File: src/rtl/muldiv_pkg.sv
// Shared definitions for the multiply/divide sequencer: state encoding,
// default timing parameters and the iteration-counter width.
package muldiv_pkg;

  localparam int DIV_ITERS_DEF  = 32;
  localparam int MUL_CYCLES_DEF = 2;

  // One spare bit beyond what DIV_ITERS-1 needs (6 bits at the default 32).
  localparam int CNT_W_DEF = $clog2(DIV_ITERS_DEF + 1);

  typedef enum logic [2:0] {
    ST_IDLE  = 3'd0,
    ST_DRUN  = 3'd1,
    ST_DFIX  = 3'd2,
    ST_MWAIT = 3'd3,
    ST_DONE  = 3'd4
  } state_t;

endpackage

File: src/rtl/muldiv_iter_cnt.sv
// Clearable up-counter with terminal-count compare. It stops at the terminal
// value instead of wrapping. Shared by the divide iterations and the
// multiplier pipeline wait.
module muldiv_iter_cnt #(
  parameter int CNT_W = 6
) (
  input  logic             clk,
  input  logic             rst,
  input  logic             clr,
  input  logic             en,
  input  logic [CNT_W-1:0] term,
  output logic [CNT_W-1:0] cnt,
  output logic             at_term
);

  assign at_term = (cnt == term);

  // Count up while enabled; hold at the terminal value; clear on request.
  // NOTE: registers use non-blocking (<=) so every flop samples the pre-edge
  // values of its neighbours; blocking here would create order-dependent races.
  always_ff @(posedge clk or posedge rst) begin
    if (rst) begin
      cnt <= '0;
    end else if (clr) begin
      cnt <= '0;
    end else if (en && !at_term) begin
      cnt <= cnt + CNT_W'(1);
    end
  end

endmodule

File: src/rtl/muldiv_ctrl.sv
// Sequencer for the shared multi-cycle multiply/divide unit behind the
// E-stage ALU. Accepts one op at a time, steps the radix-2 divider or waits
// out the multiplier pipeline, holds the result until E->M can take it, and
// issues exactly one HI/LO write per completed op.
// Optional build macro: MULDIV_EARLY_EXIT_EN -- trivial divides (dp_trivial
// in the accept cycle) skip the iteration phase and go straight to DFIX.
module muldiv_ctrl
  import muldiv_pkg::*;
#(
  parameter int DIV_ITERS  = DIV_ITERS_DEF,
  parameter int MUL_CYCLES = MUL_CYCLES_DEF,
  parameter int CNT_W      = CNT_W_DEF
) (
  input  logic             clk,
  input  logic             rst,
  input  logic             op_valid,
  input  logic             op_is_div,
  input  logic             op_sign,
  input  logic             flush,
  input  logic             stall_down,
  input  logic             dp_trivial,
  output logic             dp_load,
  output logic             dp_step,
  output logic [CNT_W-1:0] dp_iter,
  output logic             dp_fix,
  output logic             dp_abort,
  output logic             dp_sign,
  output logic             mul_en,
  output logic             stall_req,
  output logic             res_valid,
  output logic             hilo_we,
  output logic             busy
);

  localparam logic [CNT_W-1:0] DIV_LAST = CNT_W'(DIV_ITERS - 1);
  localparam logic [CNT_W-1:0] MUL_LAST = CNT_W'(MUL_CYCLES - 1);

  state_t           state_q, state_d;
  logic [CNT_W-1:0] cnt;
  logic             cnt_at_term;
  logic             cnt_en;
  logic [CNT_W-1:0] cnt_term;
  logic             accept;
  logic             early_exit;
  logic             sign_q;

`ifdef MULDIV_EARLY_EXIT_EN
  assign early_exit = op_is_div & dp_trivial;
`else
  logic unused_trivial;
  assign unused_trivial = dp_trivial;
  assign early_exit     = 1'b0;
`endif

  // Reset is folded in so the accept-path outputs are quiet while rst is high,
  // even if op_valid is asserted.
  assign accept  = op_valid & ~flush & ~rst;
  assign busy    = (state_q != ST_IDLE);
  assign dp_sign = sign_q;

  // Iteration counter: cleared on every state change, so each state starts at 0.
  muldiv_iter_cnt #(.CNT_W(CNT_W)) u_iter_cnt (
    .clk     (clk),
    .rst     (rst),
    .clr     (state_d != state_q),
    .en      (cnt_en),
    .term    (cnt_term),
    .cnt     (cnt),
    .at_term (cnt_at_term)
  );

  // State register.
  always_ff @(posedge clk or posedge rst) begin
    if (rst) begin
      state_q <= ST_IDLE;
    end else begin
      state_q <= state_d;
    end
  end

  // Operation sign: captured at accept, cleared whenever we return to IDLE.
  always_ff @(posedge clk or posedge rst) begin
    if (rst) begin
      sign_q <= 1'b0;
    end else if (dp_load) begin
      sign_q <= op_sign;
    end else if (state_d == ST_IDLE) begin
      sign_q <= 1'b0;
    end
  end

  // Next-state and output decode; abort (flush or lost request) overrides last.
  always_comb begin
    // NOTE: every output gets a default before the case so no path through
    // the block leaves a signal unassigned, which would infer a latch.
    state_d   = state_q;
    dp_load   = 1'b0;
    dp_step   = 1'b0;
    dp_iter   = '0;
    dp_fix    = 1'b0;
    dp_abort  = 1'b0;
    mul_en    = 1'b0;
    stall_req = 1'b0;
    res_valid = 1'b0;
    hilo_we   = 1'b0;
    cnt_en    = 1'b0;
    cnt_term  = '0;

    case (state_q)
      ST_IDLE: begin
        if (accept) begin
          dp_load   = 1'b1;
          stall_req = 1'b1;
          if (early_exit)     state_d = ST_DFIX;
          else if (op_is_div) state_d = ST_DRUN;
          else                state_d = ST_MWAIT;
        end
      end
      ST_DRUN: begin
        dp_step   = 1'b1;
        dp_iter   = cnt;
        stall_req = 1'b1;
        cnt_en    = 1'b1;
        cnt_term  = DIV_LAST;
        if (cnt_at_term) state_d = ST_DFIX;
      end
      ST_DFIX: begin
        dp_fix    = 1'b1;
        stall_req = 1'b1;
        state_d   = ST_DONE;
      end
      ST_MWAIT: begin
        mul_en    = 1'b1;
        stall_req = 1'b1;
        cnt_en    = 1'b1;
        cnt_term  = MUL_LAST;
        if (cnt_at_term) state_d = ST_DONE;
      end
      ST_DONE: begin
        res_valid = 1'b1;
        if (!stall_down) begin
          hilo_we = 1'b1;
          state_d = ST_IDLE;
        end
      end
      default: state_d = ST_IDLE;
    endcase

    // In DONE the instruction has already left E, so only flush aborts there.
    if (state_q != ST_IDLE) begin
      if (flush || (!op_valid && state_q != ST_DONE)) begin
        dp_abort = 1'b1;
        hilo_we  = 1'b0;
        state_d  = ST_IDLE;
      end
    end
  end

endmodule
File: config.mk
export PLATFORM = sky130hd
export DESIGN_NAME = muldiv_ctrl
export DESIGN_NICKNAME = d
export VERILOG_FILES = /design/src/rtl/muldiv_pkg.sv /design/src/rtl/muldiv_iter_cnt.sv /design/src/rtl/muldiv_ctrl.sv
export SDC_FILE = /design/constraint.sdc
export NUM_CORES = 1
export LEC_CHECK = 0
export BUFFER_PORTS_ARGS = -buffer_cell sky130_fd_sc_hd__buf_2
export CORE_AREA = 2 2 49 51
export CTS_CLUSTER_SIZE = 25
export DETAILED_ROUTE_END_ITERATION = 10
export DIE_AREA = 0 0 51 53
export GPL_ROUTABILITY_DRIVEN = 0
export PLACE_DENSITY_LB_ADDON = 0.12
export SLEW_MARGIN = 25
export SYNTH_ARGS = -nofsm -noshare
export SYNTH_HDL_FRONTEND = slang
export SYNTH_HIERARCHICAL = 1
export SYNTH_SLANG_ARGS = --single-unit
File: constraint.sdc
create_clock -name clk -period 5.6 [get_ports clk]
set_input_delay 0.28 -clock clk [delete_from_list [all_inputs] [get_ports clk]]
set_output_delay 0.28 -clock clk [all_outputs]
set_load 0.01 [all_outputs]
==> reports/qor.txt <==
Synth area leader: dfrtp_1
DRC: 0
Num rows: 17
Drt first pass iters: 4
Port Buf Inserts: 22
Setup TNS: 0 ns
DR vias: 781
Top cells by count, synth: dfrtp_1 (10), nand2_1 (8), nor2_1 (8)
Vias per cell: 5.24
Worst-margin pin slew: 0.670 ns
Final wirelength: 1900 um
Critical Path RT: 5.74 ns
Total grt overflow: 0
Cell Area, Synth: 836 sq um
Final WS setup: 1.88 ns
DIE WIDTH: 51 um
Share of cells above drive strength 1: 0.314
I/O pin cnt: 24
Initial Util: 0.389
Clock transition at the registers of the reported paths: 0.06 ns
Initial antenna violation count: 0
# nets final: 132
Post-synth top area share: 0.299
CP Capture Type: register
Number of global-route vias before repair: 703
GRT Util Overall: 0.164
Startpoint Class: register
Cell leakage power: 0.000537 uW
Worst EP arrival: 3.86 ns
CTS Root Cell: clkbuf_4
Syn Nets: 106
CTS Buf Count: 3
RSZ-0062 raised after global routing: false
CTS HTree Levels: 1
Final Setup Violations: 0
PnR Total Power: 419 uW
Inserted Diodes: 0
Clk buf depth: 2
Mean Syn Cell Area: 8.62 sq um
Layout area overhead: 19.9%
Achievable Freq: 269 MHz
Most frequent cell after synthesis: dfrtp_1
Post CTS Setup Buffer Count: 0
CTS tree: done
Worst hold slack: 0.379 ns
Worst stage delay on the critical path: 0.54 ns
# resized after CTS: 0
Syn Inst Count: 97
Slew margin rel.: 0.551
Initial DRC Count: 26
Crit path buffers/inverters: 1
MaxCap Viol Count: 0
CTS Sinks: 10
Synth Flop Type: dfrtp_1
Pwr/cell area: 418 nW/um^2
Fillers: 228
Crit path kind: register to register
Crit path max-delay family: simple AND/OR/NAND/NOR gates
Critical Path Fanout Max: 10
CP cell instances: nand2b_2 > nor2_1 > xor2_1 > nor4_4 > and2_1 > xnor2_1 > a2bb2oi_1 > nor3_1 > o21ai_1 > inv_1 > nand2_1 > a21oi_1 > a311o_1
WL/cell: 12.8 um
Die ar.: 2700 sq um
Outcome: complete, no violations
Pins over their slew limit: 0
Die Ht: 53 um
Layout Skew: 0.00206 ns
Worst-skew pair later-pin latency: 0.26 ns
Post-synthesis async set-or-reset flop share: 1.00
Final period util: 0.664
Hold Crit Class: input pin to register
Final min period: 3.72 ns
Largest net degree at the start of global routing: 15
Core area: 2150 sq um
EDFF count, synth: 0
Flops & latches, synth: 10
Endpoints failing hold: 0
DP Wirelength: 1480 um
First-pass GRT wire length: 3260 um
Synth top area cells: dfrtp_1 (30%), mux2_2 (6.7%), xor2_1 (6.3%)
Sequential share of the synthesized area: 0.299
Yosys warning count: 6
Dpl ws: 1.87 ns
Hold-fix buffers at CTS: 1
Cell variety after synth: 39
VDD IR-drop max: 269 uV
CP max-delay cell: o21ai_1
Antenna Violating Nets Remaining: 0
==> worst min-delay path: cells and delay by family <==
kind	cells	cell delay, ns
buf+inv	1	0.11
compound gates	1	0.10
simple gates	1	0.08
==> per-layer routing <==
layer	vias up	GRT usage	wire, um
met1	369	0.224	925
met4	0	0.0946	17
met2	13	0.240	881
li1	397	-	-
met5	-	0	0
met3	2	0.0311	79
==> registers in the layout, summed over array words and instances (netlist names) <==
name and flops:
u_iter_cnt/cnt 6, state_q 3, dp_sign 1
==> layout by cell type (no fill, tap or decap), types with 2 or more instances in the layout <==
cell      Yosys  routed
nand2_1       8       8
xor2_1        6       6
buf_2         0      22
dfrtp_1      10      10
mux2_2        5       5
nor3_1        2       2
a21oi_1       6       6
clkbuf_4      0       3
nand2b_2      2       2
nor2b_1       5       5
nor2_1        8       8
nor3b_1       2       2
nand4_1       3       3
and3_1        6       6
a31oi_1       2       2
inv_1         7       7
==> power breakdown <==
| part | total (uW) | switching [uW] | internal (uW) |
|---|---|---|---|
| Sequential | 115 | 28.9 | 86.0 |
| Clock | 47.3 | 22.6 | 24.7 |
| Combinational | 257 | 159 | 97.8 |
| Total | 419 | 211 | 209 |
==> cell type report <==
type / instances / area [sq um] / share of cell area
Multi-Input combinational cell: 78 / 548 / 0.547
Sequential cell: 10 / 250 / 0.250
Timing Repair Buffer: 23 / 120 / 0.120
Clock buffer: 3 / 22.5 / 0.0225
Tap cell: 28 / 35.0 / 0.0350
Inverter: 7 / 26.3 / 0.0262
==> final timing paths <==
check	cells after the start	start	endpoint	slack [ns]
worst max-delay path	13	state_q[2]$_DFF_PP0_	u_iter_cnt/cnt[2]$_DFFE_PP0P_	1.88
worst min-delay path	3	stall_down	state_q[2]$_DFF_PP0_	0.38
worst max register to register	13	state_q[2]$_DFF_PP0_	u_iter_cnt/cnt[2]$_DFFE_PP0P_	1.88
worst min register to register	2	dp_sign$_DFFE_PP0P_	dp_sign$_DFFE_PP0P_	0.64
max in group asynchronous	3	rst	u_iter_cnt/cnt[1]$_DFFE_PP0P_	4.88
min in group asynchronous	3	rst	state_q[2]$_DFF_PP0_	0.51
==> stage by stage <==
stage | std cells | util | cell area [sq um]
final | 149 | 0.467 | 1000
after global routing | 149 | 0.467 | 1000
after global placement | 145 | 0.451 | 970
after floorplan | 97 | - | 836
after detailed placement | 145 | 0.451 | 970
after CTS | 149 | 0.467 | 1000
==> kinds of logic after synthesis <==
logic type      synth area share
flops                      0.299
simple gates               0.319
buf+inv                   0.0449
xor+xnor                  0.0734
fa+ha+maj                 0.0150
other cells              0.00449
mux                       0.0793
compound gates             0.165
(Power assumes the default switching activity.)
